<file path="src/rtl/add_recover.sv">
// add_recover: recovers unsigned A = C - B from an add-block sum, range-checks it
// and counts out-of-range results. Define ADD_RECOVER_SAT_EN to clamp instead of wrap.
module add_recover #(
    parameter int unsigned A_W   = 21,
    parameter int unsigned B_W   = 18,
    parameter int unsigned C_W   = 23,
    parameter int unsigned CNT_W = 16
) (
    input  logic             clk,
    input  logic             rst,
    input  logic             in_valid,
    output logic             in_ready,
    input  logic [C_W-1:0]   c_in,
    input  logic [B_W-1:0]   b_in,
    output logic             out_valid,
    input  logic             out_ready,
    output logic [A_W-1:0]   a_out,
    output logic             a_err,
    output logic [CNT_W-1:0] err_cnt
);

    localparam int unsigned D_W = C_W + 1;
    localparam logic [CNT_W-1:0] CNT_MAX = '1;

    logic             s1_valid_q, s1_valid_d;
    logic [D_W-1:0]   diff_q, diff_d;
    logic             s2_valid_q, s2_valid_d;
    logic [A_W-1:0]   a_out_q, a_out_d;
    logic             a_err_q, a_err_d;
    logic [CNT_W-1:0] err_cnt_q, err_cnt_d;

    logic             s2_load;
    logic             in_xfer;
    logic             out_xfer;
    logic             in_range;
    logic [D_W-1:0]   c_sx;
    logic [D_W-1:0]   b_sx;
    logic [A_W-1:0]   a_next;

    // Handshake, stage-1 subtract, stage-2 range check and saturating error count.
    always_comb begin
        c_sx     = {c_in[C_W-1], c_in};
        b_sx     = {{(D_W - B_W){b_in[B_W-1]}}, b_in};
        s2_load  = s1_valid_q & (~s2_valid_q | out_ready);
        in_ready = ~rst & (~s1_valid_q | s2_load);
        in_xfer  = in_valid & in_ready;
        out_xfer = s2_valid_q & out_ready;
        // In range iff non-negative and no bits set above the A field.
        in_range = ~diff_q[D_W-1] & (diff_q[D_W-2:A_W] == '0);
`ifdef ADD_RECOVER_SAT_EN
        if (in_range) begin
            a_next = diff_q[A_W-1:0];
        end else if (diff_q[D_W-1]) begin
            a_next = '0;
        end else begin
            a_next = '1;
        end
`else
        a_next = diff_q[A_W-1:0];
`endif

        s1_valid_d = s1_valid_q;
        diff_d     = diff_q;
        s2_valid_d = s2_valid_q;
        a_out_d    = a_out_q;
        a_err_d    = a_err_q;
        err_cnt_d  = err_cnt_q;

        if (s2_load) begin
            s1_valid_d = 1'b0;
        end
        if (in_xfer) begin
            s1_valid_d = 1'b1;
            diff_d     = c_sx - b_sx;
        end
        if (out_xfer) begin
            s2_valid_d = 1'b0;
        end
        if (s2_load) begin
            s2_valid_d = 1'b1;
            a_out_d    = a_next;
            a_err_d    = ~in_range;
        end
        if (out_xfer & a_err_q & (err_cnt_q != CNT_MAX)) begin
            err_cnt_d = err_cnt_q + CNT_W'(1);
        end
    end

    always_ff @(posedge clk) begin
        if (rst) begin
            s1_valid_q <= 1'b0;
            diff_q     <= '0;
            s2_valid_q <= 1'b0;
            a_out_q    <= '0;
            a_err_q    <= 1'b0;
            err_cnt_q  <= '0;
        end else begin
            s1_valid_q <= s1_valid_d;
            diff_q     <= diff_d;
            s2_valid_q <= s2_valid_d;
            a_out_q    <= a_out_d;
            a_err_q    <= a_err_d;
            err_cnt_q  <= err_cnt_d;
        end
    end

    assign out_valid = s2_valid_q;
    assign a_out     = a_out_q;
    assign a_err     = a_err_q;
    assign err_cnt   = err_cnt_q;

endmodule

</file>
<file path="config.mk">
export PLATFORM = sky130hd
export DESIGN_NAME = add_recover
export DESIGN_NICKNAME = d
export VERILOG_FILES = /design/src/rtl/add_recover.sv
export SDC_FILE = /design/constraint.sdc
export NUM_CORES = 1
export LEC_CHECK = 0
export BUFFER_PORTS_ARGS = -buffer_cell sky130_fd_sc_hd__buf_4
export CORE_ASPECT_RATIO = 1.5
export CORE_MARGIN = 2
export CORE_UTILIZATION = 40
export CTS_BUF_LIST = sky130_fd_sc_hd__clkbuf_4
export CTS_CLUSTER_SIZE = 8
export DETAILED_ROUTE_END_ITERATION = 12
export PLACE_DENSITY = 0.61
export SLEW_MARGIN = 10
export SYNTH_ARGS = -nofsm -noshare
export SYNTH_HDL_FRONTEND = slang
export SYNTH_SLANG_ARGS = --single-unit
</file>
<file path="constraint.sdc">
create_clock -name clk -period 2.3 [get_ports clk]
set_clock_uncertainty 0.05 [all_clocks]
set_input_delay 0.46 -clock clk [delete_from_list [all_inputs] [get_ports clk]]
set_output_delay 0.46 -clock clk [all_outputs]
set_load 0.005 [all_outputs]
</file>
==> metrics.md, run 1 <==
| Metric | Value |
|---|---|
| Status | finished clean |
| GRT overflow | 0 |
| Synth top area cells | dfxtp_1, ha_1, nand2_1 |
| Pre-CTS worst setup slack | -326 ps |
| P&R area growth vs syn | 31.8% |
| Hold-fix buffers, CTS | 0 |
| Root Buffer | clkbuf_4 |
| Mux share of post-synthesis cell area | 0.0110 |
| Drt pass-1 iters | 5 |
| Share of layout cells above drive strength 1 | 0.282 |
| Mapped Area | 3630 um2 |
| WL final | 8270 um |
| Number of CTS-inserted buffers | 9 |
| Final instance area | 4790 um2 |
| Util after Layout | 0.542 |
| Most frequent cell after synthesis | nand2_1 |
| CTS tree | yes |
| Global-route wire length before repair | 14,300 um |
| Final nets | 651 |
| CTS H-tree depth | 3 |
| Largest net degree at the start of global routing | 44 |
| Vias per inst | 4.92 |
| Setup violators final | 0 |
| Number of global-route vias before repair | 3,360 |
| Post-Synth Adder-Cell Area | 0.0882 |
| DP Wirelength | 6650 um |
| Critical Path AT | 2360 ps |
| Fin. Hold Viols | 0 |
| Starting Density | 0.411 |
| Post-synth EDFFs | 0 |
| Total power draw | 2.48 mW |
| Setup CP Type | in2reg |
| Die W | 81.8 um |
| Period utilisation layout | 0.928 |
| Worst relative slew slack | 0.701 |
| Post-synth net total | 528 |
| Static leakage | 2.20 nW |
| Power Density | 519 nW/um2 |
| F_max | 468 MHz |
| Clock edge transition at the registers on the reported setup and hold paths | 100 ps |
| Antenna violations before repair | 1 |
| Core Box Area | 8830 um2 |
| Cell taking the most area after synthesis | dfxtp_1 |
| Main combinational cell family by area after synthesis | simple AND/OR/NAND/NOR gates |
| Number of max-cap violations | 0 |
| Clk_lat worst skew | 400 ps |
| Yosys cell types | 58 |
| Top cells by count, synth | nand2_1, dfxtp_1, a21oi_1 |
| Required time worst endpoint | 2520 ps |
| Post-detailed-route DRC marker count | 0 |
| WHS | 230 ps |
| Routed Antenna Nets | 0 |
| Gr usage total | 0.180 |
| Crit start category | input pin |
| Largest buffer count on any clock path | 2 |
| Post-Synth Simple-Gate Area | 0.221 |
| Die height | 121 um |
| Post-Synthesis Cells | 458 |
| Final worst slack | 165 ps |
| FP Rows | 42 |
| Synth top area share | 0.353 |
| Vias | 3,428 |
| Placed insts | 680 |
| Max-slew violations | 0 |
| Iter 0 DRT Violations | 99 |
| Primary FF master, synth | dfxtp_1 |
| Crit end category | flip-flop |
| Worst Hold Class | in2reg |
| Non-filler cells, final | 697 |
| Die area | 9870 um2 |
| VDD IR max | 0.224 mV |
| Asr flop ratio synth | 0 |
| R2R setup slack | 280 ps |
| Compound-gate portion of the synthesized area | 0.199 |
| Total Negative Setup Slacks | 0 ps |
| IO Port Bufs | 84 |
| Seq/Total Area, Yosys | 0.353 |
| Post-Syn Area per Cell | 7.93 um2 |
| Dpl cell area | 4670 um2 |
| Clk sink count | 64 |
| Crit-path max FO | 3 |
| GPL Wtd Cong | 0.835 |
| Synth warn | 0 |
| Worst slew pin tran | 443 ps |
| Final min period | 2130 ps |
| # IOs | 85 |
| Unrepaired setup endpoints after global routing | no |
| Xor/xnor share of the synthesized area | 0.0700 |
| FF+latch count, synth | 64 |
| Routed length per instance | 11.9 um |
[power breakdown]
part           switching (mW)  leakage [nW]  internal [mW]  total (mW)
combinational           0.313          1.61          0.337       0.650
clock                   0.376        0.0678          0.236       0.612
sequential             0.0406         0.522           1.18        1.22
[area by class of cell]
cell class / count / area (um2)
Multi-Input combinational cell: 342 / 2140
Antenna cell: 1 / 2.50
Fill cell: 867 / 4040
Clock inverter: 5 / 23.8
Inverter: 31 / 116
Tap cell: 110 / 138
Sequential cell: 64 / 1280
Timing Repair Buffer: 133 / 998
Clock buffer: 11 / 82.6
[registers in the layout, indices dropped and copies added, names as in the netlist]
register and count:
diff_q 24, a_out 21, err_cnt 16, a_err 1
out_valid 1, s1_valid_q 1
[cell usage in the layout (no fill, tap or decap), types with 3 or more instances in the layout]
cell	Yosys	layout
a21o_1	9	9
a21oi_1	42	41
a31oi_1	5	5
and3_1	7	7
buf_4	3	133
clkbuf_4	0	11
clkinv_2	0	4
dfxtp_1	64	64
ha_1	24	24
inv_1	30	30
mux2i_1	4	4
nand2_1	70	70
nand2b_1	3	3
nand3_1	30	30
nand4_1	3	3
nor2_1	31	31
nor2b_1	4	4
nor3_1	6	6
o21ai_0	28	28
o21bai_1	5	5
or3_1	3	3
xnor2_1	16	16
xor2_1	13	13
[repair_timing]
action                                  in CTS  in global routing
endpoints found under the setup margin       0                  2
setup buffers                                0                  0
gates resized for setup                      0                  1
[worst paths after layout]
kind	start	to	cells after the start
worst max register to register	err_cnt[6]$_SDFFE_PP0P_	err_cnt[7]$_SDFFE_PP0P_	7
worst max-delay path	c_in[0]	diff_q[20]$_SDFFE_PP0P_	11
worst min-delay path	in_valid	s1_valid_q$_SDFFE_PP0P_	3
worst min register to register	diff_q[12]$_SDFFE_PP0P_	a_out[12]$_SDFFE_PP0P_	2
[critical path: stages]
cell and delay, ps:
buf_4 110, inv_1 40, ha_1 190, fa_2 210, nor2b_1 60, o2111ai_1 250
a21oi_2 110, o31a_1 310, a31oi_2 270, mux2i_1 220, o311ai_0 130
[metal layers]
metal,vias up,part of all wire,global-route usage
met4,0,0.013,0.0625
li1,1836,-,-
met1,1514,0.44,0.208
met3,6,0.041,0.0336
met5,-,0,0
met2,72,0.51,0.322
[kinds of logic (layout without fill, tap and decap cells)]
family,count (synthesis),after routing
AO/OA/AOI/OAI,113,113
XOR/XNOR,29,29
adder cells (fa/ha/maj),25,25
buffers and inverters,52,180
flip-flops,64,64
multiplexers,4,4
other,0,1
AND/OR/NAND/NOR,171,171
Note: power is estimated with default switching activity, not from simulation.
==> run 2, diff against run 1 <==
PLACE_DENSITY = 0.75   (was 0.61)
==> run 2 against run 1 <==
Effect of this change:
- wire length up 3.1%
- final cell count is 0.57% lower
- die area unchanged
- critical path depth unchanged
- first-iteration DRC count rose by 3.0%
- worst hold slack gained 13 ps
- final area is 0.42% higher
- maximum frequency is essentially flat
- core utilization up 0.23 points
- largest cell class unchanged
- largest power group unchanged
- highest routed layer unchanged
==> metrics.md, run 2 (synthesis gave the netlist of run 1 again) <==
| Metric | Value |
|---|---|
| Die area | 9870 um2 (unchanged) |
| Commonest non-fill, non-tap cell in the layout | buf_4 |
| FP Rows | 42 (unchanged) |
| GPL Wtd Cong | 0.896 (+7.2%) |
| Final nets | 648 (-0.46%) |
| Final min period | 2130 ps (-1.23 ps) |
| Number of global-route vias before repair | 3,379 (+0.57%) |
| Drt pass-1 iters | 4 (-1) |
| Global-route wire length before repair | 14,300 um (+0.19%) |
| Starting Density | 0.411 (unchanged) |
| Max-slew violations | 0 (unchanged) |
| CTS H-tree depth | 3 (unchanged) |
| Setup CP Type | in2reg |
| Dpl cell area | 4640 um2 (-0.80%) |
| Static leakage | 2.19 nW (-0.58%) |
| CTS tree | yes |
| Required time worst endpoint | 2520 ps (about the same) |
| Crit-path max FO | 3 (unchanged) |
| Worst slew pin tran | 525 ps (+82.0 ps) |
| Vias per inst | 5.10 (+3.6%) |
| Number of CTS-inserted buffers | 9 (unchanged) |
| Worst relative slew slack | 0.649 (-0.0519) |
| Unrepaired setup endpoints after global routing | no |
| Critical Path AT | 2350 ps (about the same) |
| Antenna violations before repair | 0 (-1) |
| Multi-input logic area | 2150 um2 (+0.29%) |
| R2R setup slack | 290 ps (about the same) |
| Core Box Area | 8830 um2 (unchanged) |
| Period utilisation layout | 0.928 (about the same) |
| Clk sink count | 64 (unchanged) |
| Crit start category | input pin |
| Fin. Hold Viols | 0 (unchanged) |
| Vias | 3,531 (+3.0%) |
| P&R area growth vs syn | 32.4% |
| Share of layout cells above drive strength 1 | 0.281 (about the same) |
| Setup violators final | 0 (unchanged) |
| Final instance area | 4810 um2 (+0.42%) |
| Gr usage total | 0.181 (+0.00120) |
| Crit end category | flip-flop |
| Post-detailed-route DRC marker count | 0 (unchanged) |
| VDD IR max | 0.260 mV (+16%) |
| Number of flip-flops in the largest register | 24 (unchanged) |
| FILL cells | 845 (-2.5%) |
| Worst Hold Class | in2reg |
| Antenna Cells | 0 (-1) |
| Hold-fix buffers, CTS | 0 (unchanged) |
| Status | finished clean |
| DP Wirelength | 6850 um (+3.0%) |
| Most frequent cells in the layout | buf_4, nand2_1, dfxtp_1 |
| Clk_lat worst skew | 400 ps (about the same) |
| Clock edge transition at the registers on the reported setup and hold paths | 100 ps (about the same) |
| Root Buffer | clkbuf_4 |
| Routed length per instance | 12.3 um (+3.7%) |
| F_max | 469 MHz (about the same) |
| IO Port Bufs | 84 (unchanged) |
| Largest buffer count on any clock path | 2 (unchanged) |
| Number of max-cap violations | 0 (unchanged) |
| Biggest register | diff_q |
| # IOs | 85 (unchanged) |
| Routed Antenna Nets | 0 (unchanged) |
| Iter 0 DRT Violations | 102 (+3.0%) |
| WL final | 8530 um (+3.1%) |
| Die W | 81.8 um (unchanged) |
| Largest net degree at the start of global routing | 27 (-39%) |
| Power Density | 549 nW/um2 (+5.7%) |
| Die height | 121 um (unchanged) |
| GRT overflow | 0 (unchanged) |
| Util after Layout | 0.545 (+0.00227) |
| Reg area | 1280 um2 (unchanged) |
==> run 2: cell count changes in the layout (fill, tap and decap cells not counted), sizes merged <==
cell      before  now
buf          133  130
clkinv         5    2
bufinv         0    1
clkinvlp       0    3
diode          1    0
clkbuf        11   10
==> run 2: power by group <==
group          switching [mW]  internal [mW]  leakage (nW)
Combinational           0.322          0.335          1.60
Sequential             0.0403           1.18         0.522
Clock                   0.412          0.346        0.0688
Total                   0.774           1.86          2.19
==> run 2: repair_timing <==
| item | CTS | global route |
|---|---|---|
| gates resized for setup | 0 | 2 |
| setup buffers | 0 | 2 |
| endpoints found under the setup margin | 0 | 1 |
==> run 2: stage by stage <==
stage | setup WS (ps) | power [mW] | setup TNS [ps] | std cells | hold slack [ps]
final | 167 | 2.64 | 0 | 693 | 243
after global routing | 7.95 | 2.79 | 0 | 693 | 239
after CTS | 128 | 2.66 | 0 | 691 | 217
after detailed placement | -325 | 1.90 | -2050 | 675 | 399
after global placement | -225 | 1.88 | -1370 | 675 | 390
after floorplan | 28.6 | 1.62 | 0 | 458 | 382
==> run 2: final timing paths <==
path / start / to / cells after the start
worst max-delay path: c_in[0] / diff_q[20]$_SDFFE_PP0P_ / 11
worst min-delay path: in_valid / s1_valid_q$_SDFFE_PP0P_ / 3
worst min register to register: a_out[15]$_SDFFE_PP0P_ / a_out[15]$_SDFFE_PP0P_ / 2
worst max register to register: err_cnt[6]$_SDFFE_PP0P_ / err_cnt[7]$_SDFFE_PP0P_ / 7
==> run 2: final cells by class <==
class	count	share of cell area
clock buffer	10	0.0156
clock inverter	6	0.0146
inverter	31	0.0242
multi-input combinational	342	0.447
sequential	64	0.267
tap	110	0.0286
timing repair buffer	130	0.203
==> run 2: layer usage <==
layer / track usage / wire length, um / up-vias
met2: 0.330 / 4490 / 77
met4: 0.0750 / 173 / 0
met3: 0.0328 / 412 / 15
met5: 0 / 0 / -
li1: - / - / 1820
met1: 0.199 / 3450 / 1619
==> run 2: worst max-delay path, cell delays in order <==
cell,delay (ps)
buf_4,80
inv_1,30
ha_1,210
fa_2,340
nor2b_1,180
o2111ai_2,150
a21oi_2,200
o31a_1,250
a31oi_2,150
mux2i_1,160
o311ai_0,140
==> run 3, diff against run 2 <==
PLACE_DENSITY = 0.72   (was 0.75)
clock period = 2.63 ns   (was 2.3 ns; I/O delays follow)
==> run 3 against run 2 <==
Effect of this change:
- setup slack better by 160 ps
- first-iteration DRC count down 6.9%
- core utilization down 3.4 points
- largest cell class unchanged
==> metrics.md, run 3 (synthesis gave the netlist of run 1 again) <==
| Metric | Value |
|---|---|
| Number of global-route vias before repair | 3,232 (-4.4%) |
| Hold Crit Start | in_valid |
| Largest net degree at the start of global routing | 44 (+63%) |
| Status | finished clean |
| Setup violators final | 0 (unchanged) |
| Largest buffer count on any clock path | 2 (unchanged) |
| WHS | 338 ps (+94.9 ps) |
| Number of setup buffers added after CTS | 0 (unchanged) |
| Routed length per instance | 12.4 um (+0.54%) |
| Iter 0 DRT Violations | 95 (-6.9%) |
| FILL cells | 884 (+4.6%) |
| Period utilisation layout | 0.874 |
| Worst relative slew slack | 0.566 (-0.0830) |
| Total power draw | 2.08 mW (-21%) |
| Fin. Hold Viols | 0 (unchanged) |
| Vias per inst | 5.10 (+0.15%) |
| WL final | 8170 um (-4.2%) |
| P&R area growth vs syn | 24.2% |
| Reg area | 1280 um2 (unchanged) |
| Dpl cell area | 4410 um2 (-4.9%) |
| Commonest non-fill, non-tap cell in the layout | buf_4 |
| Most frequent cells in the layout | buf_4, nand2_1, dfxtp_1 |
| VDD IR max | 0.200 mV (-23%) |
| Crit start category | input pin |
| Static leakage | 2.03 nW (-7.4%) |
| Crit path largest cell delay | 380 ps (+40 ps) |
| Power Density | 461 nW/um2 (-16%) |
| Share of layout cells above drive strength 1 | 0.230 (-0.0518) |
| Post-detailed-route DRC marker count | 0 (unchanged) |
| Antenna violations before repair | 1 (+1) |
| R2r worst-path depth | 7 (unchanged) |
| Setup crit start | c_in[0] |
| Final nets | 616 (-4.9%) |
| GPL Wtd Cong | 0.903 (+0.78%) |
| Die W | 81.8 um (unchanged) |
| Clk sink count | 64 (unchanged) |
| Clock edge transition at the registers on the reported setup and hold paths | 90 ps (about the same) |
| Required time worst endpoint | 2830 ps (+310 ps) |
| Unrepaired setup endpoints after global routing | no |
| Hold-fix buffers, CTS | 0 (unchanged) |
| IO Port Bufs | 84 (unchanged) |
| R2R setup slack | 610 ps (+320 ps) |
| Biggest register | diff_q |
| Drt pass-1 iters | 4 (unchanged) |
| Die height | 121 um (unchanged) |
| Setup CP Type | in2reg |
| Vias | 3,368 (-4.6%) |
| Crit end category | flip-flop |
| CTS tree | yes |
| Max-slew violations | 0 (unchanged) |
| Worst Hold Class | in2reg |
| GRT overflow | 0 (unchanged) |
| Clk_lat worst skew | 380 ps (-20 ps) |
| Critical Path End | diff_q[20]$_SDFFE_PP0P_ |
| Core Box Area | 8830 um2 (unchanged) |
| CP Cell Sequence | buf_4, inv_1, ha_1, fa_1, nor2b_1, o2111ai_1, a21oi_1, o31a_1, a31oi_2, mux2i_1, o311ai_0 |
| Post-CTS Resized | 0 (unchanged) |
| FP Rows | 42 (unchanged) |
| Number of flip-flops in the largest register | 24 (unchanged) |
| Gr usage total | 0.176 (-0.00495) |
| Number of max-cap violations | 0 (unchanged) |
| R2r startpoint | err_cnt[6]$_SDFFE_PP0P_ |
| F_max | 435 MHz |
| CTS H-tree depth | 3 (unchanged) |
| Crit-path max FO | 3 (unchanged) |
| Die area | 9870 um2 (unchanged) |
| Starting Density | 0.411 (unchanged) |
| Global-route wire length before repair | 13,900 um (-2.7%) |
| Slowest cell on crit path | fa_1 |
| Routed Antenna Nets | 0 (unchanged) |
| R2R Path End | err_cnt[9]$_SDFFE_PP0P_ |
| Final min period | 2300 ps |
| Critical Path AT | 2500 ps (+150 ps) |
| Worst slew pin tran | 650 ps (+124 ps) |
| Multi-input logic area | 2140 um2 (-0.58%) |
| DP Wirelength | 6550 um (-4.4%) |
| # IOs | 85 (unchanged) |
| Number of CTS-inserted buffers | 9 (unchanged) |
| Root Buffer | clkbuf_4 |
| Final instance area | 4510 um2 (-6.2%) |
[run 3: worst min-delay path by stage]
stage                         endpoint  slack [ps]  cells past startpoint
2_1_floorplan   a_out[17]$_SDFFE_PP0P_         380                      2
3_3_place_gp    a_out[14]$_SDFFE_PP0P_         390                      2
3_5_place_dp    a_out[15]$_SDFFE_PP0P_         400                      2
4_1_cts        s1_valid_q$_SDFFE_PP0P_         310                      3
5_1_grt        s1_valid_q$_SDFFE_PP0P_         310                      3
6_report       s1_valid_q$_SDFFE_PP0P_         340                      3
[run 3: routing by layer]
layer  vias to the layer above  track usage  share of wire
met1                      1518        0.208           0.42
met3                         9       0.0194          0.046
met2                        83        0.304           0.52
li1                       1758            -              -
met4                         0       0.0938          0.015
met5                         -            0              0
[run 3: area by class of cell]
class,count,share of cell area
multi-input cells,342,0.474
flip-flops and latches,64,0.284
repair buffers,98,0.163
well taps,110,0.0305
inverters,31,0.0258
clock buffers,12,0.0200
clock inverters,2,0.00194
diodes,1,0.000555
[run 3: worst max-delay path, delay by kind of cell]
kind / cells / cell delay, ps
muxes: 1 / 150
buffers and inverters: 2 / 110
and+or+nand+nor: 1 / 160
AOI/OAI and AO/OA: 5 / 960
adders and majority gates: 2 / 590
[run 3: power breakdown]
| part | internal [mW] | switching, mW |
|---|---|---|
| combinational | 0.240 | 0.262 |
| clock | 0.213 | 0.296 |
| sequential | 1.03 | 0.0361 |
[run 3: per-stage QoR]
stage / util / instances / worst slack [ps] / TNS [ps]
2_1_floorplan: - / 458 / 207 / 0
3_3_place_gp: 0.499 / 645 / -37.9 / -37.9
3_5_place_dp: 0.499 / 645 / -101 / -164
4_1_cts: 0.511 / 659 / 322 / 0
5_1_grt: 0.511 / 660 / 196 / 0
6_report: 0.511 / 660 / 331 / 0
